==> config.mk <==
export PLATFORM = sky130hd
export DESIGN_NAME = gray_code_counter_flat
export DESIGN_NICKNAME = d
export VERILOG_FILES = /design/src/rtl/gray_code_pkg.sv /design/src/rtl/gray_code_counter_if.sv /design/src/rtl/gray_code_decode.sv /design/src/rtl/gray_code_encode.sv /design/src/rtl/gray_code_counter.sv /design/src/flat_wrapper.sv
export SDC_FILE = /design/constraint.sdc
export NUM_CORES = 1
export LEC_CHECK = 0
export CAP_MARGIN = 30
export CORE_UTILIZATION = 52
export DETAILED_ROUTE_END_ITERATION = 10
export PLACE_DENSITY = 0.9
export SETUP_SLACK_MARGIN = 0.5
export SKIP_CTS_REPAIR_TIMING = 1
export SLEW_MARGIN = 20
export SYNTH_ARGS = -nofsm -noshare
export SYNTH_HDL_FRONTEND = slang
export SYNTH_HIERARCHICAL = 1
export SYNTH_SLANG_ARGS = --single-unit
export TNS_END_PERCENT = 5
==> constraint.sdc <==
create_clock -name i_clock -period 5.38 [get_ports i_clock]
set_input_delay 1.076 -clock i_clock [delete_from_list [all_inputs] [get_ports i_clock]]
set_output_delay 1.076 -clock i_clock [all_outputs]
set_load 0.02 [all_outputs]
==> src/rtl/gray_code_pkg.sv <==
// Shared op encoding and limits for the Gray-code counter slice.
// No logic, so no latency and no backpressure.
package gray_code_pkg;

  typedef enum logic [1:0] {
    OP_HOLD,
    OP_INC,
    OP_DEC,
    OP_LOAD
  } count_op_e;

  localparam int GRAY_MIN_SYNC_STAGES = 2;

endpackage

==> src/rtl/gray_code_counter_if.sv <==
// Control, count and remote-pointer signals of gray_code_counter; i_/o_ seen from the counter.
// No flow control: each signal is sampled or driven on every clock.
interface gray_code_counter_if #(
  parameter int WIDTH = 8
);

  logic             i_increment;
  logic             i_decrement;
  logic             i_load;
  logic [WIDTH-1:0] i_load_value;
  logic [WIDTH-1:0] i_remote_gray_in;
  logic [WIDTH-1:0] o_binary_count;
  logic [WIDTH-1:0] o_gray_count;
  logic             o_wrap;
  logic [WIDTH-1:0] o_remote_gray;
  logic [WIDTH-1:0] o_remote_binary;

  modport master (
    output i_increment, i_decrement, i_load, i_load_value, i_remote_gray_in,
    input  o_binary_count, o_gray_count, o_wrap, o_remote_gray, o_remote_binary
  );

  modport slave (
    input  i_increment, i_decrement, i_load, i_load_value, i_remote_gray_in,
    output o_binary_count, o_gray_count, o_wrap, o_remote_gray, o_remote_binary
  );

endinterface

==> src/rtl/gray_code_decode.sv <==
// Gray to binary decoder as an XOR prefix from the MSB down; combinational, no backpressure.
module gray_code_decode #(
  parameter int WIDTH = 8
) (
  input  logic [WIDTH-1:0] i_gray,
  output logic [WIDTH-1:0] o_binary
);

  for (genvar i = 0; i < WIDTH; i++) begin : g_bit
    assign o_binary[i] = ^i_gray[WIDTH-1:i];
  end

endmodule

==> src/rtl/gray_code_encode.sv <==
// Binary to Gray encoder; combinational, no backpressure.
module gray_code_encode #(
  parameter int WIDTH = 8
) (
  input  logic [WIDTH-1:0] i_binary,
  output logic [WIDTH-1:0] o_gray
);

  assign o_gray = i_binary ^ (i_binary >> 1);

endmodule

==> src/rtl/gray_code_counter.sv <==
// Up/down Gray counter with load and wrap pulse (1 cycle), plus remote Gray pointer
// synchroniser/decoder (SYNC_STAGES+1 cycles). No backpressure: every edge acts.
module gray_code_counter
  import gray_code_pkg::*;
#(
  parameter int WIDTH       = 8,
  parameter int RESET_VALUE = 0,
  parameter int SYNC_STAGES = 2
) (
  input  logic                 i_clock,
  input  logic                 i_reset_n,
  gray_code_counter_if.slave   bus
);

  if (SYNC_STAGES < GRAY_MIN_SYNC_STAGES) begin : g_bad_sync
    $error("gray_code_counter: SYNC_STAGES must be at least 2");
  end

  localparam logic [WIDTH-1:0] RST_BIN  = WIDTH'(RESET_VALUE);
  localparam logic [WIDTH-1:0] RST_GRAY = RST_BIN ^ (RST_BIN >> 1);

  count_op_e        w_op;
  logic [WIDTH-1:0] w_next_binary;
  logic [WIDTH-1:0] w_next_gray;
  logic             w_next_wrap;
  logic [WIDTH-1:0] w_remote_binary;

  logic [WIDTH-1:0] r_binary;
  logic [WIDTH-1:0] r_gray;
  logic             r_wrap;
  (* ASYNC_REG = "TRUE" *) logic [SYNC_STAGES-1:0][WIDTH-1:0] r_sync;
  logic [WIDTH-1:0] r_remote_binary;

  // Load beats everything; inc and dec together cancel to a hold.
  always_comb begin
    w_op = OP_HOLD;
    if (bus.i_load) begin
      w_op = OP_LOAD;
    end else if (bus.i_increment ^ bus.i_decrement) begin
      w_op = bus.i_increment ? OP_INC : OP_DEC;
    end
  end

  always_comb begin
    w_next_binary = r_binary;
    w_next_wrap   = 1'b0;
    case (w_op)
      OP_INC: begin
        w_next_binary = r_binary + WIDTH'(1);
        w_next_wrap   = &r_binary;
      end
      OP_DEC: begin
        w_next_binary = r_binary - WIDTH'(1);
        w_next_wrap   = ~|r_binary;
      end
      OP_LOAD: w_next_binary = bus.i_load_value;
      default: w_next_binary = r_binary;
    endcase
  end

  gray_code_encode #(.WIDTH(WIDTH)) u_encode (
    .i_binary (w_next_binary),
    .o_gray   (w_next_gray)
  );

  always_ff @(posedge i_clock or negedge i_reset_n) begin
    if (!i_reset_n) begin
      r_binary <= RST_BIN;
      r_gray   <= RST_GRAY;
      r_wrap   <= 1'b0;
    end else begin
      r_binary <= w_next_binary;
      r_gray   <= w_next_gray;
      r_wrap   <= w_next_wrap;
    end
  end

  // Stage 0 takes the asynchronous input; the last stage is the usable pointer.
  always_ff @(posedge i_clock or negedge i_reset_n) begin
    if (!i_reset_n) begin
      r_sync <= '0;
    end else begin
      r_sync <= {r_sync[SYNC_STAGES-2:0], bus.i_remote_gray_in};
    end
  end

  gray_code_decode #(.WIDTH(WIDTH)) u_decode (
    .i_gray   (r_sync[SYNC_STAGES-1]),
    .o_binary (w_remote_binary)
  );

  always_ff @(posedge i_clock or negedge i_reset_n) begin
    if (!i_reset_n) begin
      r_remote_binary <= '0;
    end else begin
      r_remote_binary <= w_remote_binary;
    end
  end

  assign bus.o_binary_count  = r_binary;
  assign bus.o_gray_count    = r_gray;
  assign bus.o_wrap          = r_wrap;
  assign bus.o_remote_gray   = r_sync[SYNC_STAGES-1];
  assign bus.o_remote_binary = r_remote_binary;

endmodule

==> src/flat_wrapper.sv <==
// flat-port wrapper written by rule: the top's interface ports become plain ports
module gray_code_counter_flat import gray_code_pkg::*;
#(
  parameter int WIDTH       = 8,
  parameter int RESET_VALUE = 0,
  parameter int SYNC_STAGES = 2
)
  (i_clock, i_reset_n, bus_i_increment, bus_i_decrement, bus_i_load, bus_i_load_value, bus_i_remote_gray_in, bus_o_binary_count, bus_o_gray_count, bus_o_wrap, bus_o_remote_gray, bus_o_remote_binary);
  gray_code_counter_if #(.WIDTH(WIDTH)) bus_i ();
  input  logic i_clock;
  input  logic i_reset_n;
  input wire logic [$bits(bus_i.i_increment)-1:0] bus_i_increment;
  input wire logic [$bits(bus_i.i_decrement)-1:0] bus_i_decrement;
  input wire logic [$bits(bus_i.i_load)-1:0] bus_i_load;
  input wire logic [$bits(bus_i.i_load_value)-1:0] bus_i_load_value;
  input wire logic [$bits(bus_i.i_remote_gray_in)-1:0] bus_i_remote_gray_in;
  output wire logic [$bits(bus_i.o_binary_count)-1:0] bus_o_binary_count;
  output wire logic [$bits(bus_i.o_gray_count)-1:0] bus_o_gray_count;
  output wire logic [$bits(bus_i.o_wrap)-1:0] bus_o_wrap;
  output wire logic [$bits(bus_i.o_remote_gray)-1:0] bus_o_remote_gray;
  output wire logic [$bits(bus_i.o_remote_binary)-1:0] bus_o_remote_binary;
  assign bus_i.i_increment = bus_i_increment;
  assign bus_i.i_decrement = bus_i_decrement;
  assign bus_i.i_load = bus_i_load;
  assign bus_i.i_load_value = bus_i_load_value;
  assign bus_i.i_remote_gray_in = bus_i_remote_gray_in;
  assign bus_o_binary_count = bus_i.o_binary_count;
  assign bus_o_gray_count = bus_i.o_gray_count;
  assign bus_o_wrap = bus_i.o_wrap;
  assign bus_o_remote_gray = bus_i.o_remote_gray;
  assign bus_o_remote_binary = bus_i.o_remote_binary;
  gray_code_counter #(.WIDTH(WIDTH), .RESET_VALUE(RESET_VALUE), .SYNC_STAGES(SYNC_STAGES)) u_core (.i_clock(i_clock), .i_reset_n(i_reset_n), .bus(bus_i));
endmodule
==> metrics.csv <==
metric;value;unit
vias;1541;
synthCells;181;
drc;0;
synth_async_sr_flop_share;100.0;%
cts_tree;done;
overflow;0;
die-area;4191;sq um
grt_pass1_vias;1477;
yosys_warnings;6;
stdcell_area;2643;sq um
cp-end-kind;register;
fp.coreArea;3716;sq um
routed_wl;4604;microns
nNetsFinal;251;
drive_gt1_share;7.589;%
setup_viol;0;
final_antenna_net_count;0;
max_cap_violations;0;
p_per_area;429.5;nW/um^2
hpwl;3101;microns
drt_iter0_drc;98;
synth_nets;209;
rsz0062_at_grt;no;
grt_max_degree;42;
skew;0.003699;ns
synth_edf_count;0;
io_buffers;53;
clock-sinks;41;
vias_per_cell;5.665;
grt_pass1_wl;7293;microns
synth-main-ff-cell;dfrtp_1;
fin_ws;1.509;ns
pin_count;54;
placed_cell_area;2506;sq um
hp-class;reg -> reg;
die_w;64.74;microns
cts_root_buf;clkbuf_8;
drt_first_pass_iters;6;
ys_ff_latch;41;
clock_latency;0.30;ns
gp_congestion;0.8823;
die_h;64.74;microns
grtUsageTotal;24.16;%
start_util;55.08;%
fillers;270;
vdd_drop_max;296.3;uV
fmax;258.4;MHz
htreeDepth;2;
max_slew_margin;57.59;%
insertedDiodeCount;0;
antenna_found_initial;0;
worstMarginPinSlew;0.6362;ns
syn_area;2047;sq um
status;completed;
crit_type;in -> reg;
arrival;4.09;ns
fin_crit;3.871;ns
drv_slew;0;
yosysUniqueCellTypes;46;
rows;22;
yosysSeqAreaShare;50.12;%
clockBufferDepth;2;
period_share;71.94;%
hold_viol_final;0;
startpoint_type;input pin;
dp_slack;1.361;ns
power.leakage;0.001170;uW
drt-wirelength-per-cell;16.93;microns
avgSynthCellArea;11.31;sq um
required;5.60;ns
cts_made_buffers;5;
fin_tns_setup;0;ns
critPathMaxFanout;16;
area_growth;29.10;%
cts.clk_slew.worst_paths;0.07;ns
-- layout by cell type (no fill, tap or decap), types with 3 or more instances in the layout --
cell type	instances
nand4_1	3
dfrtp_1	41
xor2_1	14
nor3_1	4
inv_1	10
a21o_1	4
and3_1	3
nand2_1	8
clkbuf_8	6
o21ai_1	3
a21oi_1	8
ha_1	7
clkdlybuf4s50_1	52
nor2_1	8
nand3_1	3
a221oi_1	4
xnor2_1	5
o211ai_1	3
-- per-layer routing --
metal	GRT usage [%]	part of all wire (%)	vias to the layer above
met5	0	0	-
met4	10.00	1.7	0
met3	7.394	6.3	7
met2	39.32	52	69
met1	29.65	40	744
li1	-	-	721
-- final cells by class --
type / count / area (sq um) / area share, %
Inverter: 12 / 45.04 / 1.705
Timing Repair Buffer: 54 / 545.5 / 20.64
Sequential cell: 41 / 1026 / 38.83
Clock inverter: 1 / 30.03 / 1.136
Tap cell: 48 / 60.06 / 2.273
Multi-Input combinational cell: 109 / 849.6 / 32.15
Clock buffer: 7 / 86.33 / 3.267
-- power breakdown --
group          switching (uW)  internal, uW
sequential               80.3           373
combinational             222           209
clock                    99.3           151
total                     402           733
-- synth_stat cells, types with 3 or more instances --
cell / instances / area [sq um]
a21o_1: 4 / 30.03
a21oi_1: 8 / 40.04
a221oi_1: 4 / 35.03
and3_1: 3 / 18.77
buf_4: 12 / 90.09
clkbuf_1: 4 / 15.01
dfrtp_1: 41 / 1026
ha_1: 7 / 87.58
inv_1: 10 / 37.54
nand2_1: 8 / 30.03
nand3_1: 3 / 15.01
nand4_1: 3 / 18.77
nor2_1: 8 / 30.03
nor3_1: 4 / 20.02
o211ai_1: 3 / 22.52
o21ai_1: 3 / 15.01
xnor2_1: 5 / 43.79
xor2_1: 14 / 122.6
-- worst max-delay path, cell delays in order --
cell and delay (ns):
clkdlybuf4s50_1 0.47, inv_1 0.04, a21o_1 0.17, inv_1 0.12, ha_1 0.58, xor2_1 0.21
ha_1 0.23, nand4b_1 0.15, nand4_1 0.19, a21oi_1 0.11, or4_1 0.40, nand3_1 0.16
xor2_1 0.17
-- state kept, by name, indices dropped and copies added, names as in the netlist --
name	count
u_core/bus.o_remote_gray	8
u_core/bus.o_remote_binary	8
u_core/bus.o_binary_count	8
u_core/bus.o_gray_count	8
u_core/bus.o_wrap	1
u_core/r_sync	8
-- worst paths after layout --
kind	from	endpoint	slack, ns	cells after the start
max in group asynchronous	i_reset_n	u_core/r_sync[3]$_DFF_PN0_	4.38	2
worst max register to register	u_core/bus.o_binary_count[1]$_DFF_PN0_	u_core/bus.o_gray_count[6]$_DFF_PN0_	3.05	8
worst min register to register	u_core/r_sync[0]$_DFF_PN0_	u_core/bus.o_remote_gray[0]$_DFF_PN0_	0.35	0
min in group asynchronous	i_reset_n	u_core/bus.o_binary_count[2]$_DFF_PN0_	0.60	1
worst max-delay path	bus_i_decrement	u_core/bus.o_gray_count[6]$_DFF_PN0_	1.51	13
worst min-delay path	u_core/r_sync[0]$_DFF_PN0_	u_core/bus.o_remote_gray[0]$_DFF_PN0_	0.35	0
-- kinds of logic (layout without fill, tap and decap cells) --
group           Yosys count  in the layout  share of synthesized area (%)
compound gates           40             40                          14.30
xor+xnor                 22             22                          11.31
fa+ha+maj                 7              7                          4.279
buf+inv                  31             74                          8.374
flops                    41             41                          50.12
mux                       2              2                         0.9780
simple gates             38             38                          10.64
-- metrics by stage --
stage | utilization (%) | std cells | hold slack [ns] | total power (uW)
after floorplan | - | 181 | 0.3312 | 705.6
after global placement | 67.44 | 263 | 0.3313 | 862.7
after detailed placement | 67.44 | 263 | 0.3347 | 879.0
after CTS | 70.57 | 271 | 0.3512 | 1138
after global routing | 71.11 | 272 | 0.3562 | 1188
final | 71.11 | 272 | 0.3495 | 1135
Power figures use the tool's default switching activity.
